**src/rtl/dbus_arbiter.sv**
```systemverilog
// Two-master round-robin arbiter onto a single shared data bus; one transfer in flight at a time.
// Optional slave-stall abort is compiled in with `define DBUS_ARB_TIMEOUT_EN.
module dbus_arbiter #(
    parameter logic [15:0] TIMEOUT_CYCLES = 16'd1024
) (
    input  logic        clk,
    input  logic        rst_n,
    input  logic        m0_valid,
    input  logic        m0_wen,
    input  logic [31:0] m0_addr,
    input  logic [31:0] m0_wdata,
    input  logic [3:0]  m0_wstrb,
    output logic        m0_ready,
    output logic [31:0] m0_rdata,
    input  logic        m1_valid,
    input  logic        m1_wen,
    input  logic [31:0] m1_addr,
    input  logic [31:0] m1_wdata,
    input  logic [3:0]  m1_wstrb,
    output logic        m1_ready,
    output logic [31:0] m1_rdata,
    output logic        s_valid,
    output logic        s_wen,
    output logic [31:0] s_addr,
    output logic [31:0] s_wdata,
    output logic [3:0]  s_wstrb,
    input  logic        s_ready,
    input  logic [31:0] s_rdata,
    output logic [1:0]  grant,
    output logic        m_err
);

    typedef enum logic [1:0] {
        IDLE = 2'd0,
        GNT0 = 2'd1,
        GNT1 = 2'd2
    } state_t;

    state_t      state_q, state_d;
    logic        last_grant_q, last_grant_d;
    logic [1:0]  grant_q, grant_d;
    logic        owner_valid;
    logic        stall;
    logic        timeout;

    assign owner_valid = ((state_q == GNT0) && m0_valid) || ((state_q == GNT1) && m1_valid);
    assign stall       = owner_valid && !s_ready;

`ifdef DBUS_ARB_TIMEOUT_EN
    logic [15:0] cnt_q, cnt_d;

    // Fires on the stall cycle that would bring the count up to TIMEOUT_CYCLES.
    assign timeout = stall && (cnt_q == (TIMEOUT_CYCLES - 16'd1));
`else
    logic unused_timeout_cycles;

    assign unused_timeout_cycles = ^TIMEOUT_CYCLES;
    assign timeout               = 1'b0;
`endif

    assign m_err = timeout;
    assign grant = grant_q;

    always_comb begin
        s_valid  = 1'b0;
        s_wen    = 1'b0;
        s_addr   = '0;
        s_wdata  = '0;
        s_wstrb  = '0;
        m0_ready = 1'b0;
        m1_ready = 1'b0;
        m0_rdata = '0;
        m1_rdata = '0;
        case (state_q)
            GNT0: begin
                s_valid  = m0_valid && !timeout;
                s_wen    = m0_wen;
                s_addr   = m0_addr;
                s_wdata  = m0_wdata;
                s_wstrb  = m0_wstrb;
                m0_ready = m0_valid && (s_ready || timeout);
                m0_rdata = (m0_valid && s_ready) ? s_rdata : '0;
            end
            GNT1: begin
                s_valid  = m1_valid && !timeout;
                s_wen    = m1_wen;
                s_addr   = m1_addr;
                s_wdata  = m1_wdata;
                s_wstrb  = m1_wstrb;
                m1_ready = m1_valid && (s_ready || timeout);
                m1_rdata = (m1_valid && s_ready) ? s_rdata : '0;
            end
            default: ;
        endcase
    end

    always_comb begin
        state_d      = state_q;
        last_grant_d = last_grant_q;
        grant_d      = grant_q;
`ifdef DBUS_ARB_TIMEOUT_EN
        cnt_d        = cnt_q;
`endif
        case (state_q)
            IDLE: begin
                // last_grant_q=1 means m1 was served last, so m0 wins a tie.
                if (m0_valid && (!m1_valid || last_grant_q)) begin
                    state_d = GNT0;
                    grant_d = 2'b01;
`ifdef DBUS_ARB_TIMEOUT_EN
                    cnt_d   = '0;
`endif
                end else if (m1_valid) begin
                    state_d = GNT1;
                    grant_d = 2'b10;
`ifdef DBUS_ARB_TIMEOUT_EN
                    cnt_d   = '0;
`endif
                end
            end
            GNT0, GNT1: begin
                if (!owner_valid) begin
                    state_d = IDLE;
                    grant_d = 2'b00;
                end else if (s_ready || timeout) begin
                    state_d      = IDLE;
                    grant_d      = 2'b00;
                    last_grant_d = (state_q == GNT1);
                end else begin
`ifdef DBUS_ARB_TIMEOUT_EN
                    cnt_d = cnt_q + 16'd1;
`endif
                end
            end
            default: begin
                state_d = IDLE;
                grant_d = 2'b00;
            end
        endcase
    end

    always_ff @(posedge clk or negedge rst_n) begin
        if (!rst_n) begin
            state_q      <= IDLE;
            last_grant_q <= 1'b1;
            grant_q      <= 2'b00;
`ifdef DBUS_ARB_TIMEOUT_EN
            cnt_q        <= '0;
`endif
        end else begin
            state_q      <= state_d;
            last_grant_q <= last_grant_d;
            grant_q      <= grant_d;
`ifdef DBUS_ARB_TIMEOUT_EN
            cnt_q        <= cnt_d;
`endif
        end
    end

endmodule

```
**config.mk**
```make
export PLATFORM = sky130hd
export DESIGN_NAME = dbus_arbiter
export DESIGN_NICKNAME = d
export VERILOG_FILES = /design/src/rtl/dbus_arbiter.sv
export SDC_FILE = /design/constraint.sdc
export NUM_CORES = 1
export LEC_CHECK = 0
export CELL_PAD_IN_SITES_DETAIL_PLACEMENT = 1
export CELL_PAD_IN_SITES_GLOBAL_PLACEMENT = 1
export CORE_UTILIZATION = 11
export CTS_BUF_LIST = sky130_fd_sc_hd__clkbuf_4
export DETAILED_ROUTE_END_ITERATION = 7
export PLACE_DENSITY = 0.8
export SLEW_MARGIN = 0
export SYNTH_ARGS = -nofsm -noshare
export SYNTH_HDL_FRONTEND = slang
export SYNTH_SLANG_ARGS = --single-unit
```
**constraint.sdc**
```tcl
create_clock -name clk -period 1.4 [get_ports clk]
set_input_delay 0.21 -clock clk [delete_from_list [all_inputs] [get_ports clk]]
set_output_delay 0.21 -clock clk [all_outputs]
set_load 0.005 [all_outputs]
```
After elaboration in Yosys (flattened, before gate mapping) --
Cells that the tools add are included.
Storage, ports and cells: flip-flop bits (word level) 3
Cells by class: reductions and logical operators 12, eq/ne operators 4, muxes and demuxes 16
Operator list (count):
- 2-to-1 mux 32 bit | 4
- one-hot mux 32 bit (2 select lines) | 2
- 2-to-1 mux 2 bit | 4
- one-hot mux 4 bit (2 select lines) | 1
- inequality test 3 bit, second input constant | 2
- logical AND 1 bit | 5
- one-hot mux 1 bit (2 select lines) | 2
- one-hot mux 2 bit (2 select lines) | 1
- AND reduction 3 bit | 1
- == test 2 x 1 -> 1 bit, second input constant | 1
- == test 2 bit, second input constant | 1
- zero test 2 bit | 1
- logical OR 1 bit | 2
- 2-to-1 mux 1 bit | 2
- AND reduction 2 bit | 1
- OR reduction 2 bit | 1
- zero test 1 bit | 1

Depth between registers and ports, before layout --
word-level depth 5, mapped depth 7, depth with buffers taken out 5

Worst setup path before layout --
OpenSTA, ideal clock, no wires.
path kind reg-to-output, start point register, netlist name grant[0], end point output m1_rdata[22], path buffers 2, arrival time 1266 ps, setup slack -76 ps, cell stages (with the launch flop) 7, cells stage by stage dfrtp_1 > inv_1 > ha_1 > buf_4 > and3_1 > buf_2 > and2_1
RTL lines:
- end, declared | RTL line 21 | output logic [31:0] m1_rdata,

==> results.tsv <==
metric	value	unit
yosys.area.top_type	a22oi_1	
crit_type	flop to output port	
grt_setup_unrepaired	true	
worst_setup_path_end_kind	output port	
arrival	1820	ps
ant_nets	0	
cts-root-buf	clkbuf_4	
clk-insertion-delay-late	250	ps
power.density	1604	mW/mm^2
cp_common_cell	buf_12	
drt_wl_total	17330	um
synth.ff_latch_count	3	
cp-start-kind	flop	
die-width	130.2	um
fin_setup_tns	-68910	ps
global_route.overflow_total	0	
power.net_switching	0.004345	W
synth.top_cells.by_count	a22oi_1, nor2b_1, and2_1	
crit_path_top_delay_cell	dfrtp_1	
clockPowerShare	1.8	%
cp_cell_sequence	inv_2 -> buf_6 -> ha_4 -> buf_12 -> buf_12 -> a22o_4 -> and2_1 -> buf_2	
syn-num-nets	438	
placeable_area	0.01594	mm^2
status	complete, but fails checks	
fin_util	41.70	%
finalMaxSlewViolations	0	
report.final.setup_viol	140	
tritoncts_clock_tree	yes	
floorplan.initialDensity	11.33	%
share_of_final_layout_standard_cells_stronger_than_drive_strength_1	62.00	%
worstPathRequired	1190	ps
hold_viol	0	
clock_sink_count	3	
fin_nets	800	
syn-cell-area	0.001807	mm^2
max_h_tree_level	1	
synth-edff-count	0	
synth.distinct_cells	25	
synth_cells	260	
port_buffers	312	
synth_sequential_area_ratio	4.224	%
grt_use_total	18.93	%
die_height	130.2	um
finalWeightedCongestion	0.7505	
cellLeakagePower	2.789	nW
synth_warnings	0	
final_min_period_over_clock_period	145.1	%
antenna_found_initial	2	
design.die.area	0.01694	mm^2
ctsLongestPathBuffers	2	
path_buf_inv	5	
cts-buffers-inserted	3	
pwr-share-comb	96.5	%
cap_violations	0	
critical_path_peak_fanout	7	
area_overhead_of_the_layout_relative_to_synthesis	268.0	%
netSwitchingFraction	40.73	%
num_rows	46	
drt-wirelength-per-cell	20.68	um
clkTransAtPathRegs	40	ps
cts_hold_buf	0	
postLayoutSetupSlackWorst	-631.6	ps
post-synth-top-area-fraction	29.09	%
cpPeakStageDelay	390	ps
drt_iter0_drcs	79	
ys_top_cells_by_area	a22oi_1, nor2b_1, and2_1	
via_count	3580	
detailedPlacementHpwl	10210	um
min_tclk_post_route	2032	ps
drc	0	
power.share.sequential	1.6	%
power.internal	0.006322	W
boundaryPins	314	
synth_area_per_cell	6.949	um^2
synth_flop_cell	dfrtp_1	
vdd_drop_max	0.8954	mV
fmaxAchievable	0.4922	GHz
detail_route.vias_per_cell	4.272	
vias_in_the_first_global_route	3972	
whs	140.9	ps
grt_max_degree	30	
violated_checks	negative setup slack	
wire_length_of_the_first_global_routing_pass	23540	um
synthArstFlopShare	100.0	%
timing.critical_path.max_delay_family	buffers and inverters	
detailedRoute.firstPassIterationCount	4	
holdCritPathClass	input pin to async pin	
skew	0.9775	ps
flip-flops by register name, indices dropped and copies added, names as in the netlist:
name	flops
last_grant_q	1
grant	2
through the flow:
| step | instances | total power, W | setup slack (ps) | cell area [um^2] |
|---|---|---|---|---|
| 4_1_cts | 833 | 0.01046 | -609.7 | 6366 |
| 2_1_floorplan | 260 | 0.002838 | -35.86 | 1827 |
| 3_3_place_gp | 773 | 0.005518 | -587.3 | 5213 |
| 5_1_grt | 837 | 0.01121 | -678.4 | 6646 |
| 6_report | 838 | 0.01067 | -631.6 | 6649 |
| 3_5_place_dp | 773 | 0.005725 | -631.0 | 5213 |
final timing paths:
kind                                    from  slack [ps]  cells past startpoint           end
min in group clk                last_grant_q         640                      1  last_grant_q
worst max register to register      grant[0]        -430                      9  last_grant_q
worst min-delay path                   rst_n         140                      1      grant[1]
max in group asynchronous              rst_n        1040                      1  last_grant_q
worst min register to register  last_grant_q         640                      1  last_grant_q
worst max-delay path                grant[0]        -630                      8       s_valid
routing by layer:
layer / wire length (um) / up-vias / global-route usage (%)
li1: - / 1644 / -
met1: 6052 / 1717 / 19.23
met2: 9557 / 195 / 38.58
met3: 1451 / 22 / 4.100
met4: 255 / 2 / 4.241
met5: 11 / - / 0
cell usage in the layout, fill, tap and decap left out, types with 4 or more instances in the layout:
cell / n
buf_16: 11
and2_4: 47
nor2b_1: 31
clkbuf_2: 13
a22oi_1: 5
a22oi_2: 66
buf_8: 7
and2_1: 18
nor2b_4: 37
clkbuf_4: 4
buf_4: 10
clkdlybuf4s50_1: 174
buf_12: 12
buf_6: 85
buf_2: 70
power groups by stage:
stage               logic [W]  registers (W)  clock network [W]
finish                 0.0103       0.000176           0.000195
global route           0.0108       0.000178           0.000205
CTS                    0.0101       0.000170           0.000189
detailed placement    0.00555       0.000177                  0
global placement      0.00535       0.000172                  0
floorplan             0.00267       0.000170                  0
what timing repair did:
action	4_1_cts	5_1_grt
pin swaps	17	34
endpoints found under the setup margin	141	141
gates resized for setup	628	196
gates cloned	18	2
buffers inserted	39	13
hold endpoints to repair	0	0
area by class of cell:
cell class | count | area [um^2]
inverters | 2 | 7.507
well taps | 216 | 270.3
multi-input cells | 224 | 2333
fillers | 1780 | 9294
diodes | 1 | 2.502
repair buffers | 388 | 3929
flip-flops and latches | 3 | 76.32
clock buffers | 4 | 30.03
cell families (layout without fill, tap and decap cells):
family	Yosys count	count (layout)	share of synthesized area (%)
other	1	2	0.2076
and+or+nand+nor	141	141	49.24
buffers and inverters	33	394	10.53
DFF	3	3	4.225
AOI/OAI and AO/OA	78	78	32.89
adders and majority gates	3	3	2.078
muxes	1	1	0.8308
(Power assumes the default switching activity.)
